<file path="src/rtl/uart_pkg.sv">
// UART shared package: RX state encoding and frame defaults.
// Shared by the receiver and the transmitter.
package uart_pkg;

  localparam int DATA_BITS_DEF = 8;
  localparam int OS_RATE_DEF   = 16;

  typedef enum logic [1:0] {
    IDLE  = 2'd0,
    START = 2'd1,
    DATA  = 2'd2,
    STOP  = 2'd3
  } rx_state_e;

endpackage

</file>
<file path="src/rtl/uart_rx_if.sv">
// UART receiver output bundle.
// Master drives received data and status; slave consumes it.
interface uart_rx_if #(
  parameter int DATA_BITS = 8
);

  logic [DATA_BITS-1:0] dout;
  logic                 valid;
  logic                 frame_err;
  logic                 busy;

  modport master (
    output dout,
    output valid,
    output frame_err,
    output busy
  );

  modport slave (
    input dout,
    input valid,
    input frame_err,
    input busy
  );

endinterface

</file>
<file path="src/rtl/uart_rx_sync2.sv">
// Two-flop synchronizer for a single asynchronous bit.
// Both flops take RST_VAL on synchronous reset.
module sync2 #(
  parameter logic RST_VAL = 1'b1
) (
  input  logic clk,
  input  logic rst,
  input  logic d,
  output logic q
);

  logic s1_q;
  logic s2_q;

  always_ff @(posedge clk) begin
    if (rst) begin
      s1_q <= RST_VAL;
      s2_q <= RST_VAL;
    end else begin
      s1_q <= d;
      s2_q <= s1_q;
    end
  end

  assign q = s2_q;

endmodule

</file>
<file path="src/rtl/uart_rx.sv">
// Oversampling UART receiver: start-bit glitch rejection,
// LSB-first data, stop-bit check, break-line lockout.
module uart_rx
  import uart_pkg::*;
#(
  parameter int DATA_BITS = DATA_BITS_DEF,
  parameter int OS_RATE   = OS_RATE_DEF
) (
  input  logic clk_50M,
  input  logic rst,
  input  logic tick_os,
  input  logic RX_D,
  uart_rx_if.master rx
);

  localparam int OS_W = $clog2(OS_RATE);
  localparam int BC_W = $clog2(DATA_BITS);

  localparam logic [OS_W-1:0] OS_MID  = OS_W'(OS_RATE/2 - 1);
  localparam logic [OS_W-1:0] OS_END  = OS_W'(OS_RATE - 1);
  localparam logic [BC_W-1:0] BC_LAST = BC_W'(DATA_BITS - 1);

  logic rx_s;

  rx_state_e            state_q, state_d;
  logic [OS_W-1:0]      os_cnt_q, os_cnt_d;
  logic [BC_W-1:0]      bit_cnt_q, bit_cnt_d;
  logic [DATA_BITS-1:0] shift_q, shift_d;
  logic [DATA_BITS-1:0] dout_q, dout_d;
  logic                 valid_q, valid_d;
  logic                 ferr_q, ferr_d;
  logic                 armed_q, armed_d;

  sync2 #(
    .RST_VAL (1'b1)
  ) u_sync (
    .clk (clk_50M),
    .rst (rst),
    .d   (RX_D),
    .q   (rx_s)
  );

  always_comb begin
    state_d   = state_q;
    os_cnt_d  = os_cnt_q;
    bit_cnt_d = bit_cnt_q;
    shift_d   = shift_q;
    dout_d    = dout_q;
    valid_d   = 1'b0;
    ferr_d    = 1'b0;
    armed_d   = armed_q;
    unique case (state_q)
      IDLE: begin
        if (rx_s) armed_d = 1'b1;
        if (!rx_s && armed_q) begin
          state_d  = START;
          os_cnt_d = '0;
        end
      end
      START: begin
        if (tick_os) begin
          if (os_cnt_q == OS_MID) begin
            os_cnt_d = '0;
            if (!rx_s) begin
              state_d   = DATA;
              bit_cnt_d = '0;
            end else begin
              state_d = IDLE;
            end
          end else begin
            os_cnt_d = os_cnt_q + 1'b1;
          end
        end
      end
      DATA: begin
        if (tick_os) begin
          if (os_cnt_q == OS_END) begin
            os_cnt_d  = '0;
            shift_d   = {rx_s, shift_q[DATA_BITS-1:1]};
            bit_cnt_d = bit_cnt_q + 1'b1;
            if (bit_cnt_q == BC_LAST) begin
              state_d   = STOP;
              bit_cnt_d = '0;
            end
          end else begin
            os_cnt_d = os_cnt_q + 1'b1;
          end
        end
      end
      STOP: begin
        if (tick_os) begin
          if (os_cnt_q == OS_END) begin
            os_cnt_d = '0;
            state_d  = IDLE;
            if (rx_s) begin
              dout_d  = shift_q;
              valid_d = 1'b1;
            end else begin
              // Stop low: lock out until the line is seen idle again
              ferr_d  = 1'b1;
              armed_d = 1'b0;
            end
          end else begin
            os_cnt_d = os_cnt_q + 1'b1;
          end
        end
      end
      default: state_d = IDLE;
    endcase
  end

  always_ff @(posedge clk_50M) begin
    if (rst) begin
      state_q   <= IDLE;
      os_cnt_q  <= '0;
      bit_cnt_q <= '0;
      shift_q   <= '0;
      dout_q    <= '0;
      valid_q   <= 1'b0;
      ferr_q    <= 1'b0;
      armed_q   <= 1'b1;
    end else begin
      state_q   <= state_d;
      os_cnt_q  <= os_cnt_d;
      bit_cnt_q <= bit_cnt_d;
      shift_q   <= shift_d;
      dout_q    <= dout_d;
      valid_q   <= valid_d;
      ferr_q    <= ferr_d;
      armed_q   <= armed_d;
    end
  end

  assign rx.dout      = dout_q;
  assign rx.valid     = valid_q;
  assign rx.frame_err = ferr_q;
  assign rx.busy      = (state_q != IDLE);

endmodule

</file>
<file path="src/flat_wrapper.sv">
// flat-port wrapper written by rule: the top's interface ports become plain ports
module uart_rx_flat import uart_pkg::*;
#(
  parameter int DATA_BITS = DATA_BITS_DEF,
  parameter int OS_RATE   = OS_RATE_DEF
)
  (clk_50M, rst, tick_os, RX_D, rx_dout, rx_valid, rx_frame_err, rx_busy);
  uart_rx_if #(.DATA_BITS(DATA_BITS)) rx_i ();
  input  logic clk_50M;
  input  logic rst;
  input  logic tick_os;
  input  logic RX_D;
  output wire logic [$bits(rx_i.dout)-1:0] rx_dout;
  output wire logic [$bits(rx_i.valid)-1:0] rx_valid;
  output wire logic [$bits(rx_i.frame_err)-1:0] rx_frame_err;
  output wire logic [$bits(rx_i.busy)-1:0] rx_busy;
  assign rx_dout = rx_i.dout;
  assign rx_valid = rx_i.valid;
  assign rx_frame_err = rx_i.frame_err;
  assign rx_busy = rx_i.busy;
  uart_rx #(.DATA_BITS(DATA_BITS), .OS_RATE(OS_RATE)) u_core (.clk_50M(clk_50M), .rst(rst), .tick_os(tick_os), .RX_D(RX_D), .rx(rx_i));
endmodule
</file>
<file path="config.mk">
export PLATFORM = sky130hd
export DESIGN_NAME = uart_rx_flat
export DESIGN_NICKNAME = d
export VERILOG_FILES = /design/src/rtl/uart_pkg.sv /design/src/rtl/uart_rx_if.sv /design/src/rtl/uart_rx_sync2.sv /design/src/rtl/uart_rx.sv /design/src/flat_wrapper.sv
export SDC_FILE = /design/constraint.sdc
export NUM_CORES = 1
export LEC_CHECK = 0
export CORE_ASPECT_RATIO = 1.75
export CORE_UTILIZATION = 37
export CTS_CLUSTER_SIZE = 40
export DETAILED_ROUTE_END_ITERATION = 7
export PLACE_DENSITY = 0.64
export RECOVER_POWER = 100
export SLEW_MARGIN = 40
export SYNTH_ARGS = -nofsm -noshare
export SYNTH_HDL_FRONTEND = slang
export SYNTH_SLANG_ARGS = --single-unit
</file>
<file path="constraint.sdc">
create_clock -name clk_50M -period 1.8 [get_ports clk_50M]
set_input_delay 0.36 -clock clk_50M [delete_from_list [all_inputs] [get_ports clk_50M]]
set_output_delay 0.36 -clock clk_50M [all_outputs]
set_load 0.01 [all_outputs]
</file>
Word level (Yosys, flattened, before mapping) --
Cells that the tools add are included.
Storage, ports and cells: flip-flop bits (word level) 30, input bits 4, output and inout bits 11, logic and storage cells 77
Operators by class: $add $sub $neg 2, equal/unequal tests 18, mux-type cells 30, bitwise gates (word level) 3, reduce and logical (&&, ||, !) cells 14
Operators with widths (number):
- $mux 4 | 5
- $mux 2 | 9
- $mux 3 | 6
- $ne 2x1->1 const B | 6
- $ne 2x2->1 const B | 6
- $pmux 4 s3 | 1
- $pmux 2 s4 | 1
- $reduce_and 8->1 | 1
- $mux 1 | 6
- $pmux 3 s2 | 1
- $reduce_and 3->1 | 2
- $reduce_and 6->1 | 1
- $reduce_bool 2->1 | 3
- $reduce_and 5->1 | 1
- $add 4x1->4 const B | 1
- $eq 2x2->1 const B | 2
- $eq 4x3->1 const B | 1
- $eq 4x4->1 const B | 1
- $reduce_and 4->1 | 1
- $reduce_or 4->1 | 1
- $add 3x1->3 const B | 1
- $eq 3x3->1 const B | 1
- $not 1->1 | 3
- $eq 2x1->1 const B | 1
- other kinds (5) | 5

Longest topological paths before layout --
Gate-level depths: netlist of the first run.
word-level depth 5, gate-level depth with buffers 6, mapped depth without buffers 5

Modules after synthesis --
From an unflattened synthesis of the first run, not the netlist that was laid out.
Second synthesis, totals: cell total of the unflattened synthesis 129, area total of the unflattened synthesis 1296.2 um2
By module, submodules not included:
- uart_rx | times used 1, cells an instance 125, area each 1243.7 um2, seq. area each 560.5 um2
- sync2 | times used 1, cells an instance 4, area each 52.6 um2, seq. area each 40.0 um2

Least setup slack after synthesis of the first run --
No wires, ideal clock.
path type register to register, start register u_core.os_cnt_q[0], end register u_core.armed_q, setup time 123 ps, arrival time 1369 ps, path slack 308 ps, cell stages (with the launch flop) 7, path buffers 1, clock period less this slack 1492 ps, cells stage by stage dfxtp_1 ha_1 nand4_1 buf_2 o31ai_1 a21oi_1 or2_2
On the way: cells in the longest elaborated chain, start to end 3
RTL lines:
- start, declared | line uart_rx.sv:26 | logic [OS_W-1:0] os_cnt_q, os_cnt_d;
- start signal, assigned | line uart_rx.sv:124 | os_cnt_q <= os_cnt_d;
- $eq 4x4->1 | line uart_rx.sv:92 | if (os_cnt_q == OS_END) begin
- $ne 2x1->1 (no source line)
- $reduce_and 5->1 (no source line)
- end signal, assigned | line uart_rx.sv:130 | armed_q <= armed_d;
- end, declared | line uart_rx.sv:32 | logic armed_q, armed_d;
No other way between the ends. A chain may end at the register's enable or synchronous reset.

Final worst setup path of the first run --
start input port tick_os, end register u_core.bit_cnt_q[0]
On the way: cells in the longest elaborated chain, start to end 2
RTL lines:
- start, declared | line flat_wrapper.sv:11 | input logic tick_os;
- $ne 2x2->1 (no source line)
- $reduce_and 6->1 (no source line) *
- end signal, assigned | line uart_rx.sv:125 | bit_cnt_q <= bit_cnt_d;
- end, declared | line uart_rx.sv:27 | logic [BC_W-1:0] bit_cnt_q, bit_cnt_d;
Every way passes the cells marked *; elsewhere a longest branch is shown, timed or not.

==> reports/metrics.cfg, run 1 <==
[place]
port_buffers=14
hpwlAfterDp_mm=1.96
postPlaceCellArea_sq_um=1570
place.gp.congestion=0.834

[sta]
finClkSkew_ns=0.00323
fin_setup_tns_ns=0
relSlewSlack_pct=62.1
rsz0062_at_grt=false
fmax_ghz=0.608
worstMarginPinSlew_ns=0.568
drv_slew=0
period_needed_ns=1.64
period_share_pct=91.4
finalSetupViolCount=0
hold_viol=0

[synthesis]
synth_edf_count=0
syn_area_sq_um=1320
ys_types=33
ys_seq_area_share_pct=45.6
yosysWarnings=0
avgSynthCellArea_sq_um=8.49
async_flop_share_pct=0
synth_ff_type=dfxtp_1
synthCells=155
syn_nets=162
synth-seq-cells=30

[global_route]
grt_max_degree=32
grt_overflow=0
antenna_found_initial=0
grt_pass1_vias=1106
grt_pass1_wl_mm=4.77
grt_util_all_layers_pct=17.6

[run_status]
status=finished, final reports clean

[drt]
wirelength_mm=2.72
drt.antenna.violating_nets=0
drc_errors=0
drt_iter0_drc=22
vias_per_cell=5.15
dr.pass1.iters=4
vias=1158
wl_per_cell_microns=12.1

[clocking]
cts_buffers=5
cts_buffer_depth=2
h-tree-depth=2
postCtsSetupBuffers=0
cts-root-buf=clkbuf_8
cts_tree=built
worstSkewPairLatency_ns=0.28
cts_sinks=30
cts_resized=1
clk_pin_slew_ns=0.06
cts_hold_buf=0

[die]
fp-row-count=28
dieArea_sq_um=3810
core_sq_um=3400
die_w_microns=47.1
die_y_microns=80.9
initial_utilization_pct=38.7
io_pins=15

[critical_path]
startpoint_type=input pin
end_kind=flop
required_ns=2.00
crit_fanout=4
worstPathArrival_ns=1.85
path_class=input pin to flop
crit_start=tick_os

[power]
p_leak_nw=0.622
vdd.ir_drop.worst_mv=0.465
power-per-cell-area_nw_per_um2=781

[layout]
antenna_cells=0
syn_to_final_growth_pct=24.0
fin_nets=186
final_area_sq_um=1630
drive_gt1_share_pct=15.6
fillers=352

[hold_path]
hold_start=u_core.u_sync.s1_q
hp-class=flop to flop

[run]
maxCapViolations=0

==> cell usage after synthesis, types with 3 or more instances <==
cell	count	area share (%)
nor2_1	6	1.7
ha_1	3	2.9
a31oi_1	3	1.4
a21oi_1	21	8.0
nand2b_1	3	1.4
nand3_1	5	1.9
nand2_1	21	6.0
dfxtp_1	30	46
clkbuf_1	6	1.7
o21ai_0	18	6.8
nand3b_1	4	2.3
or2_2	5	2.4
==> critical path, stage by stage <==
cell and delay [ns]:
dlygate4sd3_1 0.59, and3_1 0.21, nand3_2 0.09, or4_1 0.41
a31oi_1 0.18
==> cell type report <==
type                    instances  area [sq um]  share of cell area (%)
clock buffers                   7          86.3                    5.29
clock inverters                 1          5.00                   0.307
inverters                       2          7.51                   0.460
multi-input cells             113           644                    39.5
flip-flops and latches         30           601                    36.8
well taps                      45          56.3                    3.45
repair buffers                 27           231                    14.2
==> power breakdown <==
group | internal [W] | switching, W
Clock | 0.000308 | 0.000250
Sequential | 0.000668 | 0.00000383
Combinational | 0.0000203 | 0.0000245
==> per-stage QoR <==
| step | util [%] | setup slack [ns] | std cells | hold slack (ns) | power (W) |
|---|---|---|---|---|---|
| 3_3_place_gp | 46.1 | 0.0138 | 217 | 0.395 | 0.000738 |
| 4_1_cts | 48.9 | 0.00590 | 225 | 0.410 | 0.00129 |
| 6_report | 48.0 | 0.155 | 225 | 0.408 | 0.00127 |
| 3_5_place_dp | 46.1 | -0.0513 | 217 | 0.396 | 0.000738 |
| 5_1_grt | 48.0 | 0.0663 | 225 | 0.413 | 0.00132 |
| 2_1_floorplan | - | 0.308 | 155 | 0.389 | 0.000715 |
==> worst paths after layout <==
path                                       endpoint  slack, ns  cells after the start
worst max-delay path            u_core.bit_cnt_q[0]       0.16                      5
worst min-delay path                u_core.u_sync.q       0.41                      1
worst max register to register   u_core.os_cnt_q[0]       0.16                      5
worst min register to register      u_core.u_sync.q       0.41                      1
==> metal layers <==
metal  part of all wire, %  global-route usage [%]  vias to the layer above
met5                     0                       0                        -
met4                   2.7                    10.0                        0
met3                   3.4                    5.56                        8
met2                    53                    30.6                       21
met1                    41                    17.2                      535
li1                      -                       -                      594
==> sequential cells by signal (all words and copies together) (netlist names), named ones only <==
name	count
u_core.rx.dout	8
u_core.shift_q	8
u_core.os_cnt_q	4
u_core.bit_cnt_q	3
u_core.armed_q	1
u_core.rx.frame_err	1
u_core.rx.valid	1
u_core.state_q	1
u_core.u_sync.q	1
u_core.u_sync.s1_q	1
==> cells in the final DEF, fill, tap and decap left out, types with 2 or more instances in the layout <==
cell type / instances
nor3_1: 2
nor2_1: 6
nor2b_1: 2
mux2i_1: 2
buf_4: 10
dfxtp_1: 30
nand3_2: 2
o21ai_0: 18
inv_1: 2
nand3b_1: 4
nand2_1: 21
a31oi_1: 3
or2_2: 5
a21oi_1: 21
clkbuf_8: 6
or4_1: 2
a311oi_1: 2
dlygate4sd3_1: 12
clkbuf_1: 2
clkbuf_2: 2
ha_1: 3
nand3_1: 5
nand2b_1: 3
==> logic make-up after synthesis <==
logic type / after synthesis / share of synthesized area (%)
AOI/OAI and AO/OA: 49 / 20.3
adders and majority gates: 3 / 2.85
buffers and inverters: 12 / 4.75
DFF: 30 / 45.6
muxes: 2 / 1.52
and+or+nand+nor: 59 / 24.9
Note: power is estimated with default switching activity, not from simulation.
==> run 2, diff against run 1 <==
--- a/config.mk
+++ b/config.mk
@@ -7,3 +7,3 @@
 export LEC_CHECK = 0
-export CORE_ASPECT_RATIO = 1.75
+export CORE_ASPECT_RATIO = 0.6
 export CORE_UTILIZATION = 37
@@ -16,2 +16,3 @@
 export SYNTH_HDL_FRONTEND = slang
+export SYNTH_HIERARCHICAL = 1
 export SYNTH_SLANG_ARGS = --single-unit
--- a/constraint.sdc
+++ b/constraint.sdc
@@ -3,2 +3,2 @@
 set_output_delay 0.36 -clock clk_50M [all_outputs]
-set_load 0.01 [all_outputs]
+set_load 0.02 [all_outputs]
==> reports/metrics.cfg, run 2 <==
[synthesis]
syn_area_sq_um=1300  ; was 1320 sq um
synth-seq-cells=30  ; unchanged
netlist_top_cells_count=dfxtp_1 (30), nor2_1 (24), mux2i_1 (20), nand2_1 (8), nand3_1 (4)  ; was dfxtp_1 (30), a21oi_1 (21), nand2_1 (21), o21ai_0 (18)
ys_types=36  ; was 33
yosysWarnings=6  ; was 0
synthCells=129  ; was 155
synth_top_area_share_pct=46.3  ; was 45.6%
yosys.area.top_type=dfxtp_1  ; unchanged
ys_seq_area_share_pct=46.3  ; was 45.6%
yosysMostFrequentCell=dfxtp_1  ; unchanged
synth_edf_count=0  ; unchanged
syn_nets=136  ; was 162
ys_top_cells_by_area=dfxtp_1 (46%), mux2i_1 (15%), nor2_1 (6.9%), ha_1 (2.9%), nand2_1 (2.3%)  ; was dfxtp_1 (46%), a21oi_1 (8.0%), o21ai_0 (6.8%), nand2_1 (6.0%), ha_1 (2.9%)
avgSynthCellArea_sq_um=10.0  ; was 8.49 sq um
async_flop_share_pct=0  ; unchanged
synth_ff_type=dfxtp_1  ; unchanged

[power]
p_leak_nw=0.608  ; was 0.622 nW
power-per-cell-area_nw_per_um2=789  ; was 781 nW/um^2
finalPower_w=0.00128  ; was 0.00127 W
vdd.ir_drop.worst_mv=0.323  ; was 0.465 mV

[critical_path]
timing.rr.start=u_core/state_q[0]
crit_fanout=6  ; was 4
end_kind=flop  ; unchanged
path_class=flop to flop  ; was input pin to flop
required_ns=1.94  ; was 2.00 ns
reg2regPathDepth=4  ; was 5
crit_start=u_core/state_q[0]  ; was tick_os
worstPathArrival_ns=1.80  ; was 1.85 ns
endpoint=u_core/bit_cnt_q[2]  ; was u_core.bit_cnt_q[0]
r2r_slack_ns=0.14  ; was 0.16 ns
startpoint_type=flop  ; was input pin
r2r_end=u_core/bit_cnt_q[2]  ; was u_core.os_cnt_q[0]

[run_status]
status=finished, final reports clean  ; unchanged

[drt]
drt_iter0_drc=55  ; was 22
dr.pass1.iters=4  ; unchanged
wirelength_mm=2.38  ; was 2.72 mm
drc_errors=0  ; unchanged
vias=977  ; was 1158
drt.antenna.violating_nets=0  ; unchanged
wl_per_cell_microns=12.0  ; was 12.1 microns
vias_per_cell=4.91  ; was 5.15

[sta]
fmax_ghz=0.602  ; was 0.608 GHz
hold_viol=0  ; unchanged
period_needed_ns=1.66  ; was 1.64 ns
finClkSkew_ns=0.00758  ; was 0.00323 ns
fin_setup_tns_ns=0  ; unchanged
finalSetupViolCount=0  ; unchanged
drv_slew=0  ; unchanged
relSlewSlack_pct=63.1  ; was 62.1%
worstMarginPinSlew_ns=0.554  ; was 0.568 ns
rsz0062_at_grt=false  ; unchanged
period_share_pct=92.3  ; was 91.4%

[layout]
antenna_cells=0  ; unchanged
syn_to_final_growth_pct=25.3  ; was 24.0%
fin_nets=160  ; was 186
drive_gt1_share_pct=16.9  ; was 15.6%
final_common_cell=dfxtp_1  ; unchanged
layout_common_cells=dfxtp_1 (30), nor2_1 (25), mux2i_1 (20)  ; was dfxtp_1 (30), nand2_1 (21), a21oi_1 (21)

[global_route]
grt_max_degree=30  ; was 32
antenna_found_initial=0  ; unchanged
grt_overflow=0  ; unchanged
grt_pass1_vias=795  ; was 1106
grt_pass1_wl_mm=3.64  ; was 4.77 mm
grt_util_all_layers_pct=13.9  ; was 17.6%

[clocking]
cts_buffer_depth=2  ; unchanged
clk_pin_slew_ns=0.06  ; about the same
worstSkewPairLatency_ns=0.28  ; about the same
cts_buffers=5  ; unchanged
cts_sinks=30  ; unchanged
cts_tree=built  ; unchanged
h-tree-depth=2  ; unchanged
cts-root-buf=clkbuf_8  ; unchanged

[die]
die_y_microns=47.8  ; was 80.9 microns
die_w_microns=78.4  ; was 47.1 microns
core_sq_um=3300  ; was 3400 sq um
dieArea_sq_um=3750  ; was 3810 sq um
initial_utilization_pct=39.2  ; was 38.7%
fp-row-count=16  ; was 28
io_pins=15  ; unchanged

[hold_path]
hp-class=flop to flop  ; unchanged
holdPathStages=1  ; unchanged

[run]
maxCapViolations=0  ; unchanged

[place]
place.gp.congestion=0.811  ; was 0.834
hpwlAfterDp_mm=1.69  ; was 1.96 mm
port_buffers=14  ; unchanged

[run 2: changes by cell type after synthesis, moves of 3 or more]
cell      delta
nand2b_1     -3
a21oi_1     -18
mux2i_1     +18
nand3b_1     -3
or2_2        -3
nor2_1      +18
clkbuf_1     -3
o21ai_0     -17
nand2_1     -13
[run 2: what timing repair did]
action	4_1_cts	5_1_grt
gates resized for setup	1	0
endpoints found under the hold margin	0	0
hold buffers	0	0
setup endpoints to repair	1	0
buffers inserted	0	0
[run 2: metal layers]
layer | vias to the layer above | track usage, % | part of all wire [%]
li1 | 501 | - | -
met1 | 456 | 18.1 | 56
met2 | 12 | 18.4 | 38
met3 | 8 | 5.71 | 3.4
met4 | 0 | 11.1 | 2.4
met5 | - | 0 | 0
[run 2: layout make-up]
cell class	count	area, sq um
fillers	313	1680
multi-input cells	92	643
flip-flops and latches	30	601
repair buffers	23	229
clock buffers	7	86.3
well taps	45	56.3
clock inverters	1	5.00
inverters	1	3.75
[run 2: stage by stage]
stage | hold WS [ns] | setup WS, ns | cell area, sq um | instances | utilization (%)
global route | 0.438 | 0.0572 | 1620 | 199 | 49.2
global placement | 0.387 | 0.0256 | 1570 | 191 | 47.4
floorplan | 0.383 | 0.260 | 1300 | 129 | -
CTS | 0.427 | 0.195 | 1660 | 199 | 50.1
finish | 0.422 | 0.138 | 1620 | 199 | 49.2
detailed placement | 0.410 | 0.00586 | 1570 | 191 | 47.4
[run 2: worst min path at each step]
stage,from,end,slack [ns]
after floorplan,u_core/u_sync/s1_q,u_core/u_sync/q,0.38
after global placement,u_core/u_sync/s1_q,u_core/u_sync/q,0.39
after detailed placement,u_core/u_sync/s1_q,u_core/u_sync/q,0.41
after CTS,u_core/u_sync/s1_q,u_core/u_sync/q,0.43
after global routing,u_core/u_sync/s1_q,u_core/u_sync/q,0.44
final,u_core/u_sync/s1_q,u_core/u_sync/q,0.42
[run 2: logic make-up (layout without fill, tap and decap cells)]
logic type | count (synthesis) | count (layout) | share of synthesized area [%]
adders and majority gates | 3 | 3 | 2.90
buffers and inverters | 7 | 32 | 2.80
AOI/OAI and AO/OA | 14 | 14 | 8.49
muxes | 20 | 20 | 15.4
DFF | 30 | 30 | 46.3
and+or+nand+nor | 55 | 55 | 24.0
[run 2: critical path: stages, from the launching register on]
cell and delay [ns]:
dfxtp_1 0.35, or4b_1 0.64, and2_0 0.25, nor3_1 0.21, nor3_1 0.07
[run 2: report_power, final]
group / switching, W / total (W) / internal (W)
combinational: 0.0000342 / 0.0000564 / 0.0000222
sequential: 0.00000542 / 0.000675 / 0.000670
clock: 0.000243 / 0.000550 / 0.000308
total: 0.000282 / 0.00128 / 0.000999
